`src/rtl/mem_arbiter.sv`:
```
// mem_arbiter
//   Arbitrates one instruction-fetch port and one data port onto a single
//   memory port. A request is granted from IDLE, its address, write data and
//   attributes are latched, and the memory port is driven only from those
//   latches until mready or the timeout abort completes the transaction.
//
//   Optional feature (macro MEMARB_RR_EN):
//     defined   - when both requests are pending in IDLE, the port that was
//                 not served by the last completed transaction is granted.
//     undefined - fixed priority, data port always wins.
//
//   Ports
//     clk, reset            clock, asynchronous active-high reset
//     ireq, iadr            fetch request (held until iack), fetch address
//     irdata, iack          fetch data (mrdata[31:0]), one-cycle completion
//     dreq, dwe, dtype      data request, 1=write, 1=doubleword
//     dadr, dwdata          data address, write data
//     drdata, dack          data read data, one-cycle completion
//     mreq, mwe, mtype      memory request, write enable, size
//     madr, mwdata          memory address, write data
//     mrdata, mready        memory read data, completion strobe
//     istall, dstall        request pending and not yet acknowledged
//     timeout               sticky abort flag
//
//   State table
//     IDLE   | no transaction; arbitration happens here
//     IFETCH | fetch transaction in progress, mreq=1, mwe=0
//     DATA   | data transaction in progress, mreq=1

module mem_arbiter #(
   parameter int N          = 64,
   parameter int TMO_CYCLES = 255
) (
   input  logic         clk,
   input  logic         reset,
   input  logic         ireq,
   input  logic [31:0]  iadr,
   output logic [31:0]  irdata,
   output logic         iack,
   input  logic         dreq,
   input  logic         dwe,
   input  logic         dtype,
   input  logic [N-1:0] dadr,
   input  logic [N-1:0] dwdata,
   output logic [N-1:0] drdata,
   output logic         dack,
   output logic         mreq,
   output logic         mwe,
   output logic         mtype,
   output logic [N-1:0] madr,
   output logic [N-1:0] mwdata,
   input  logic [N-1:0] mrdata,
   input  logic         mready,
   output logic         istall,
   output logic         dstall,
   output logic         timeout
);

   typedef enum logic [1:0] {
      IDLE   = 2'd0,
      IFETCH = 2'd1,
      DATA   = 2'd2
   } state_t;

   localparam logic [7:0] TMO_CNT = 8'(TMO_CYCLES);

   state_t         state_q;
   logic [N-1:0]   adr_q;
   logic [N-1:0]   wdata_q;
   logic           we_q;
   logic           type_q;
   logic [7:0]     cnt_q;
   logic           timeout_q;

   logic           busy;
   logic           done;
   logic           tmo_hit;
   logic           pick_data_d;

   assign busy    = (state_q != IDLE);
   // mready in the terminal-count cycle is a normal completion, not an abort
   assign tmo_hit = busy && (cnt_q == TMO_CNT) && !mready;
   assign done    = busy && (mready || (cnt_q == TMO_CNT));

   assign iack    = (state_q == IFETCH) && done;
   assign dack    = (state_q == DATA) && done;
   assign irdata  = tmo_hit ? 32'd0 : mrdata[31:0];
   assign drdata  = tmo_hit ? '0 : mrdata;

   assign istall  = ireq & ~iack;
   assign dstall  = dreq & ~dack;

   assign mreq    = busy;
   assign mwe     = we_q;
   assign mtype   = type_q;
   assign madr    = adr_q;
   assign mwdata  = wdata_q;
   assign timeout = timeout_q;

`ifdef MEMARB_RR_EN
   // 1 = last completed transaction was a data access
   logic last_q;

   always_comb begin
      pick_data_d = dreq & (~ireq | ~last_q);
   end
`else
   always_comb begin
      pick_data_d = dreq;
   end
`endif

   always_ff @(posedge clk or posedge reset) begin
      if (reset) begin
         state_q   <= IDLE;
         adr_q     <= '0;
         wdata_q   <= '0;
         we_q      <= 1'b0;
         type_q    <= 1'b0;
         cnt_q     <= 8'd0;
         timeout_q <= 1'b0;
`ifdef MEMARB_RR_EN
         last_q    <= 1'b0;
`endif
      end else begin
         case (state_q)
            IDLE: begin
               cnt_q <= 8'd0;
               if (pick_data_d) begin
                  state_q <= DATA;
                  adr_q   <= dadr;
                  wdata_q <= dwdata;
                  we_q    <= dwe;
                  type_q  <= dtype;
               end else if (ireq) begin
                  state_q <= IFETCH;
                  adr_q   <= N'(iadr);
                  wdata_q <= '0;
                  we_q    <= 1'b0;
                  type_q  <= 1'b0;
               end
            end
            default: begin
               if (done) begin
                  state_q <= IDLE;
                  if (tmo_hit) begin
                     timeout_q <= 1'b1;
                  end
`ifdef MEMARB_RR_EN
                  last_q <= (state_q == DATA);
`endif
               end else begin
                  cnt_q <= cnt_q + 8'd1;
               end
            end
         endcase
      end
   end

endmodule

```
`config.mk`:
```
export PLATFORM = sky130hd
export DESIGN_NAME = mem_arbiter
export DESIGN_NICKNAME = d
export VERILOG_FILES = /design/src/rtl/mem_arbiter.sv
export SDC_FILE = /design/constraint.sdc
export NUM_CORES = 1
export LEC_CHECK = 0
export CORE_AREA = 8 8 176 178
export CTS_BUF_LIST = sky130_fd_sc_hd__clkbuf_8
export DETAILED_ROUTE_END_ITERATION = 8
export DIE_AREA = 0 0 184 186
export GPL_TIMING_DRIVEN = 0
export PLACE_DENSITY = 0.6
export SETUP_SLACK_MARGIN = 0.5
export SLEW_MARGIN = 0
export SYNTH_ARGS = -nofsm -noshare
export SYNTH_HDL_FRONTEND = slang
export SYNTH_SLANG_ARGS = --single-unit
```
`constraint.sdc`:
```
create_clock -name clk -period 7.4 [get_ports clk]
set_clock_uncertainty 0.05 [all_clocks]
set_input_delay 1.85 -clock clk [delete_from_list [all_inputs] [get_ports clk]]
set_output_delay 1.85 -clock clk [all_outputs]
set_load 0.02 [all_outputs]
```
# After elaboration in Yosys (flattened, before gate mapping)
# Index checks and enable logic that the tools add are counted.
dict set report classes {
  bitwise_logic 5
  reduce_logical 14
  muxes 15
  add_sub_neg 1
  eq_ne 5
}
# operator n
set ops {}
lappend ops {{two-way mux 64 bit} 5}
lappend ops {{two-way mux 32 bit} 1}
lappend ops {{two-way mux 8 bit} 2}
lappend ops {{adder 8 x 1 -> 8 bit (second input constant)} 1}
lappend ops {{equality test 8 bit (second input constant)} 1}
lappend ops {{two-way mux 2 bit} 4}
lappend ops {{nonzero test 2 bit} 3}
lappend ops {{logical AND 1 bit} 5}
lappend ops {{AND reduction 2 bit} 2}
lappend ops {{two-way mux 1 bit} 3}
lappend ops {{!= test 3 bit (second input constant)} 1}
lappend ops {{NOT 1 bit} 3}
lappend ops {{AND reduction 3 bit} 1}
lappend ops {{AND 1 bit} 2}
lappend ops {{equality test 2 x 1 -> 1 bit (second input constant)} 1}
lappend ops {{equality test 2 bit (second input constant)} 1}
lappend ops {{zero test 2 bit} 1}
lappend ops {{!= test 2 x 1 -> 1 bit (second input constant)} 1}
lappend ops {{zero test 1 bit} 1}
lappend ops {{logical OR 1 bit} 1}
dict set report word_totals {
  word_cells 47
  ff_bits 141
  in_bits 231
  output_inout_bits 232
}

# Depth between registers and ports, before layout
# Gate-level depths: netlist (run 1).
dict set report depth {
  depth_word 6
  depth_mapped 8
  depth_no_buf 5
}

# Worst setup path before layout (run 1)
# Ideal clock, no wire load.
dict set report synth_path {
  kind {in2out}
  start {input port mready}
  end {output port istall}
  n_path_buf 0
  arrival_time_ns 3.087
  setup_slack_ns 2.413
  required_time_ns 5.500
  stages 4
  cell_sequence {a31oi_2 or3_1 nor3_1 nor2_1}
}
dict set report synth_between {
  elab_chain_cells 5
}
# element line_no
set synth_lines {}
lappend synth_lines {{start: declaration} 53} ;# input logic mready,
lappend synth_lines {{logical OR 1 bit} 83} ;# assign done = busy && (mready || (cnt_q == TMO_CNT));
lappend synth_lines {{logical AND 1 bit} 83}
lappend synth_lines {{logical AND 1 bit} 85} ;# assign iack = (state_q == IFETCH) && done;
lappend synth_lines {{net iack} 39} ;# output logic iack,
lappend synth_lines {{NOT 1 bit} 90} ;# assign istall = ireq & ~iack;
lappend synth_lines {{AND 1 bit} 90}
lappend synth_lines {{end: declaration} 54} ;# output logic istall,
# The timed path passes the listed nets, and every way through them passes these cells.

# Worst setup path after layout (run 1)
dict set report layout_path {
  start {input port mready}
  end {output port irdata[30]}
}
dict set report layout_between {
  elab_chain_cells 3
}
# element line_no
set layout_lines {}
lappend layout_lines {{zero test 1 bit} 82} ;# assign tmo_hit = busy && (cnt_q == TMO_CNT) && !mready;
lappend layout_lines {{logical AND 1 bit} 82}
lappend layout_lines {{two-way mux 32 bit} 87} ;# assign irdata = tmo_hit ? 32'd0 : mrdata[31:0];
lappend layout_lines {{end: declaration} 38} ;# output logic [31:0] irdata,
# No other way between the ends.

==> results.sh, run 1 <==
export IMPL_die_w_um=184
export IMPL_synth_area_leader_cell="dfrtp_1"
export IMPL_place_area_um2=11300
export IMPL_worstPathArrival_ns=4.09
export IMPL_floorplan_io_pins=463
export IMPL_worst_pin_slew_ns=0.673
export IMPL_grt_pass1_wl_mm=39.8
export IMPL_finalCriticalPeriod_ns=5.99
export IMPL_ctsLongestPathBuffers=2
export IMPL_cts_inserted_buffers=17
export IMPL_drt_first_pass_iters=6
export IMPL_drt_iter0_markers=179
export IMPL_groute_usage_overall_pct=15.4
export IMPL_criticalPathCategory="input port to primary output"
export IMPL_timing_hold_worst_class="flip-flop to flip-flop"
export IMPL_grt_max_degree=81
export IMPL_most_common_layout_cells="clkdlybuf4s50_1 (461), dfrtp_1 (141), a22o_1 (98)"
export IMPL_die_height_um=186
export IMPL_synth_enable_flop_cells=0
export IMPL_tritoncts="yes"
export IMPL_overflow=0
export IMPL_worst_path_clk_slew_ns=0.09
export IMPL_routability_congestion_estimate=0.782
export IMPL_power_density_nw_per_um2=333
export IMPL_irDropWorstVdd_mv=0.195
export IMPL_core_area_um2=28200
export IMPL_clockRootBuffer="clkbuf_8"
export IMPL_postCtsHoldBufs=0
export IMPL_synth_yosys_warnings=0
export IMPL_sum_of_negative_setup_slack_ns=0
export IMPL_fillers=2761
export IMPL_fin_max_slew_vios=0
export IMPL_worst_setup_path_end_kind="primary output"
export IMPL_placed_cells=1368
export IMPL_cts_max_level=4
export IMPL_numClockSinks=141
export IMPL_yosys_cell_types_count=35
export IMPL_top_family_by_delay_on_critical_path="buffers and inverters"
export IMPL_synth_top_cell_area_share_pct=57.2
export IMPL_floorplan_initialDensity_pct=21.8
export IMPL_leakage_power_nw=5.11
export IMPL_clk_latency_worst_skew_pair_ns=0.43
export IMPL_final_area_um2=11700
export IMPL_post_route_period_util_pct=81.0
export IMPL_post_cts_repair_setup_buffers=0
export IMPL_critical_path_slowest_cell="clkdlybuf4s50_1"
export IMPL_detailed_place_hpwl_mm=22.6
export IMPL_wl_mm=27.7
export IMPL_routed_via_density=4.23
export IMPL_syn_area_um2=6170
export IMPL_ys_dominant_reg_cell="dfrtp_1"
export IMPL_mostFrequentLayoutCell="clkdlybuf4s50_1"
export IMPL_postCtsResizedCells=0
export IMPL_register_area_share_after_synthesis_pct=57.2
export IMPL_hold_viol_final=0
export IMPL_port_buffers=461
export IMPL_antenna_left=0
export IMPL_synth_avg_cell_area_um2=11.8
export IMPL_critPathMaxFanout=10
export IMPL_req_time_crit_path_ns=5.50
export IMPL_maxClockFrequency_ghz=0.167
export IMPL_async_flop_share_pct=100
export IMPL_floorplan_rows=62
export IMPL_synthToLayoutAreaGrowth_pct=89.9
export IMPL_number_of_global_route_vias_before_repair=6353
export IMPL_synthesis_instances=522
export IMPL_total_power_mw=3.90
export IMPL_routed_wire_length_per_instance_um=19.7
export IMPL_critPathMostFrequentCell="buf_4"
export IMPL_path_buf_inv=5
export IMPL_drc_errors=0
export IMPL_status="finished clean"
export IMPL_drive_gt1_share_pct=10.0
export IMPL_drv_max_cap_violation_count=0
export IMPL_final_std_cells_w_o_fill=1403
export IMPL_finish_stage_setup_viols=0
export IMPL_crit_path_start_kind="input port"
export IMPL_synth_area_leaders="dfrtp_1 (57%), a22o_1 (14%), nor2b_1 (6.6%), mux2i_1 (5.2%), buf_4 (4.7%)"
export IMPL_critical_path_cell_by_cell="clkdlybuf4s50_1, nor4b_1, and3_1, buf_4, buf_4, nor2b_1, buf_4, clkdlybuf4s50_1"
export IMPL_vias=5938
export IMPL_final_nets=1235
export IMPL_initial_antenna_violation_count=4
export IMPL_worst_slew_margin_rel_pct=55.2
export IMPL_yosys_register_bits=141
export IMPL_synth_fp_nets=754
export IMPL_die_area_um2=34200
export IMPL_slowest_delay_ns=0.59
export IMPL_setup_repair_after_global_routing_missed_its_margin="no"
==> cell type report <==
cell class / instances / area [µm²] / share of cell area [%]
antenna: 3 / 7.51 / 0.0641
timing repair buffer: 462 / 4640 / 39.6
inverter: 4 / 20.0 / 0.171
tap: 384 / 480 / 4.10
clock buffer: 18 / 248 / 2.12
sequential: 141 / 3530 / 30.1
clock inverter: 14 / 159 / 1.36
buffer: 72 / 453 / 3.87
multi-input combinational: 305 / 2170 / 18.5
==> stage by stage <==
stage | util (%) | hold slack, ns | setup slack [ns]
after floorplan | - | 0.407 | 1.72
after global placement | 39.9 | 0.402 | -0.591
after detailed placement | 40.0 | 0.402 | 1.35
after CTS | 41.4 | 0.427 | 1.34
after global routing | 41.5 | 0.461 | 1.28
final | 41.5 | 0.430 | 1.41
==> registers in the layout, indices dropped and copies added (netlist names) <==
signal / cells
cnt_q: 8
mtype: 1
state_q: 2
mwdata: 64
madr: 64
timeout: 1
mwe: 1
==> where the power goes <==
group	switching, mW	internal [mW]	total, mW
registers	0.182	1.09	1.27
logic	1.03	0.964	1.99
clock network	0.328	0.315	0.643
total	1.54	2.37	3.90
==> cells by family after synthesis <==
family	synth area share, %
DFF	57.2
and+or+nand+nor	10.9
AOI/OAI and AO/OA	18.3
adders and majority gates	0.203
muxes	5.19
buffers and inverters	7.59
xor gates and xnor gates	0.568
==> path summary, 6_finish.rpt <==
check / end / start / slack (ns) / cells past startpoint
max in group asynchronous: mwdata[14]$_DFFE_PP0P_ / reset / 4.68 / 3
worst max register to register: mwdata[16]$_DFFE_PP0P_ / state_q[1]$_DFFE_PP0P_ / 5.51 / 5
min in group asynchronous: mwdata[39]$_DFFE_PP0P_ / reset / 1.79 / 2
worst min-delay path: timeout$_DFFE_PP0P_ / timeout$_DFFE_PP0P_ / 0.43 / 1
worst max-delay path: irdata[30] / mready / 1.41 / 8
worst min register to register: timeout$_DFFE_PP0P_ / timeout$_DFFE_PP0P_ / 0.43 / 1
==> synth_stat cells (all sizes together), types with 3 or more instances <==
master  number
dfrtp      141
a22o        98
nor2b       65
buf         64
nand2       36
o21ai       35
mux2i       32
nor2         9
clkbuf       8
inv          4
xor2         4
and3         3
==> worst reg2reg max path: stages, from the launching register on <==
cell and delay, ns:
dfrtp_1 0.42, nor2_2 0.32, o21ai_2 0.27, buf_2 0.29
buf_2 0.23, a22o_1 0.21
==> per-layer routing <==
layer,up-vias,part of all wire [%],GRT usage (%)
li1,2782,-,-
met1,2815,38,16.7
met2,302,50,27.2
met3,37,9.1,5.62
met4,2,2.7,5.58
met5,-,0.047,0
(Power assumes the default switching activity.)
==> run 2: changes to the inputs <==
--- a/config.mk
+++ b/config.mk
@@ -5,12 +5,12 @@
 export SDC_FILE = /design/constraint.sdc
 export NUM_CORES = 1
 export LEC_CHECK = 0
-export CORE_AREA = 8 8 176 178
+export CORE_AREA = 8 8 173 175
 export CTS_BUF_LIST = sky130_fd_sc_hd__clkbuf_8
 export DETAILED_ROUTE_END_ITERATION = 8
-export DIE_AREA = 0 0 184 186
+export DIE_AREA = 0 0 181 183
 export GPL_TIMING_DRIVEN = 0
-export PLACE_DENSITY = 0.6
+export PLACE_DENSITY = 0.62
 export SETUP_SLACK_MARGIN = 0.5
 export SLEW_MARGIN = 0
 export SYNTH_ARGS = -nofsm -noshare
==> constraint.sdc (replaced) <==
create_clock -name clk -period 5.81 [get_ports clk]
set_clock_uncertainty 0.05 [all_clocks]
set_input_delay 1.4525 -clock clk [delete_from_list [all_inputs] [get_ports clk]]
set_output_delay 1.4525 -clock clk [all_outputs]
set_load 0.02 [all_outputs]
==> run 2 against run 1 <==
Against the previous run:
- combinational power rose by 28%
- clock power up 25%
- cell area fell by 0.41%
- die area fell by 3.2%
- hold slack improved by 0.0036 ns
- register-to-register slack got worse by 1.6 ns
- worst setup slack got worse by 0.78 ns
- sequential power up 28%
==> results.sh, run 2 (synthesized netlist as in run 1, its figures left out) <==
export IMPL_status="finished clean"
export IMPL_routability_congestion_estimate=0.899
export IMPL_power_density_nw_per_um2=426
export IMPL_number_of_global_route_vias_before_repair=6500
export IMPL_routed_wire_length_per_instance_um=20.8
export IMPL_seq_area_um2=3530
export IMPL_detailed_place_hpwl_mm=23.2
export IMPL_worst_path_clk_slew_ns=0.09
export IMPL_vias=5960
export IMPL_hold_viol_final=0
export IMPL_finish_stage_setup_viols=0
export IMPL_critPathMaxFanout=10
export IMPL_mostFrequentLayoutCell="clkdlybuf4s50_1"
export IMPL_drv_max_cap_violation_count=0
export IMPL_irDropWorstVdd_mv=0.236
export IMPL_fin_max_slew_vios=0
export IMPL_die_height_um=183
export IMPL_drc_errors=0
export IMPL_sum_of_negative_setup_slack_ns=0
export IMPL_clockRootBuffer="clkbuf_8"
export IMPL_core_area_um2=27300
export IMPL_groute_usage_overall_pct=16.6
export IMPL_grt_pass1_wl_mm=41.7
export IMPL_worstPathArrival_ns=3.68
export IMPL_maxClockFrequency_ghz=0.193
export IMPL_drt_iter0_markers=179
export IMPL_post_place_ws_ns=0.611
export IMPL_die_area_um2=33100
export IMPL_fillers=2662
export IMPL_finalCoreUtilization_pct=42.7
export IMPL_overflow=0
export IMPL_drt_first_pass_iters=5
export IMPL_grt_max_degree=83
export IMPL_final_area_um2=11700
export IMPL_leakage_power_nw=5.11
export IMPL_area_of_the_multi_input_gates_um2=2180
export IMPL_final_nets=1235
export IMPL_timing_hold_worst_class="flip-flop to flip-flop"
export IMPL_routed_via_density=4.35
export IMPL_place_area_um2=11200
export IMPL_initial_antenna_violation_count=6
export IMPL_req_time_crit_path_ns=4.31
export IMPL_antenna_left=0
export IMPL_synthToLayoutAreaGrowth_pct=89.1
export IMPL_finalWorstSetupSlack_ns=0.623
export IMPL_cts_max_level=4
export IMPL_ctsLongestPathBuffers=2
export IMPL_worst_setup_path_end_kind="primary output"
export IMPL_die_w_um=181
export IMPL_setup_repair_after_global_routing_missed_its_margin="no"
export IMPL_wl_mm=28.4
export IMPL_crit_path_start_kind="input port"
export IMPL_finalCriticalPeriod_ns=5.19
export IMPL_total_power_mw=4.96
export IMPL_floorplan_io_pins=463
export IMPL_worst_slew_margin_rel_pct=55.3
export IMPL_most_common_layout_cells="clkdlybuf4s50_1 (461), dfrtp_1 (141), a22o_1 (98)"
export IMPL_numClockSinks=141
export IMPL_post_route_period_util_pct=89.3
export IMPL_criticalPathCategory="input port to primary output"
export IMPL_floorplan_initialDensity_pct=22.6
export IMPL_drive_gt1_share_pct=10.1
export IMPL_floorplan_rows=61
export IMPL_clk_latency_worst_skew_pair_ns=0.44
export IMPL_tritoncts="yes"
export IMPL_cts_inserted_buffers=17
export IMPL_port_buffers=461
export IMPL_worst_pin_slew_ns=0.670
[run 2: cell types whose count changed in the layout (fill, tap and decap cells not counted)]
cell	previous run	this run
diode_2	3	7
inv_6	4	8
clkinv_4	3	1
clkinvlp_4	4	2
bufinv_16	2	1
inv_8	1	2
nor4b_1	1	0
nor4b_2	0	1
[run 2: critical path, cell delays in order]
cell	delay, ns
clkdlybuf4s50_1	0.60
nor4b_2	0.09
and3_1	0.20
buf_4	0.18
buf_4	0.18
nor2b_1	0.23
buf_4	0.15
clkdlybuf4s50_1	0.60
[run 2: power by group]
part           internal (mW)  switching, mW
logic                   1.23           1.32
registers               1.39          0.232
clock network          0.366          0.437
[run 2: metal layers]
metal  vias to the layer above  wire, µm  global-route usage, %
li1                       2793         -                      -
met5                         -         0                      0
met2                       270     15300                   30.9
met3                        19      1980                   5.16
met1                      2878     10700                   17.6
met4                         0       436                   5.74
[run 2: final timing paths]
kind,startpoint,to,slack [ns],cells past startpoint
hold / removal,timeout$_DFFE_PP0P_,timeout$_DFFE_PP0P_,0.43,1
setup / recovery,mready,irdata[24],0.62,8
setup reg to reg,state_q[1]$_DFFE_PP0P_,mwdata[14]$_DFFE_PP0P_,3.87,5
min in group asynchronous,reset,mwdata[35]$_DFFE_PP0P_,1.40,2
max in group asynchronous,reset,madr[25]$_DFFE_PP0P_,3.47,3
hold reg to reg,timeout$_DFFE_PP0P_,timeout$_DFFE_PP0P_,0.43,1
[run 2: layout make-up]
| cell class | count | area share (%) |
|---|---|---|
| Antenna cell | 7 | 0.150 |
| Buffer | 72 | 3.88 |
| Clock buffer | 18 | 2.12 |
| Clock inverter | 14 | 1.22 |
| Inverter | 4 | 0.172 |
| Multi-Input combinational cell | 305 | 18.7 |
| Sequential cell | 141 | 30.3 |
| Tap cell | 346 | 3.71 |
| Timing Repair Buffer | 462 | 39.8 |
[run 2: stage by stage]
| step | hold WS, ns | instances |
|---|---|---|
| floorplan | 0.407 | 522 |
| global placement | 0.402 | 1329 |
| detailed placement | 0.405 | 1330 |
| CTS | 0.430 | 1362 |
| global route | 0.448 | 1369 |
| finish | 0.433 | 1369 |
[run 2: timing repair]
item	CTS	global route
setup endpoints to repair	0	3
setup buffers	0	0
gates resized for setup	0	1
hold buffers	0	0
==> run 3: changes to the inputs <==
--- a/config.mk
+++ b/config.mk
@@ -5,6 +5,7 @@
 export SDC_FILE = /design/constraint.sdc
 export NUM_CORES = 1
 export LEC_CHECK = 0
+export CAP_MARGIN = 5
 export CORE_AREA = 8 8 173 175
 export CTS_BUF_LIST = sky130_fd_sc_hd__clkbuf_8
 export DETAILED_ROUTE_END_ITERATION = 8
==> results of run 3 <==
Final layout, timing and power as in run 2 (identical DEF).
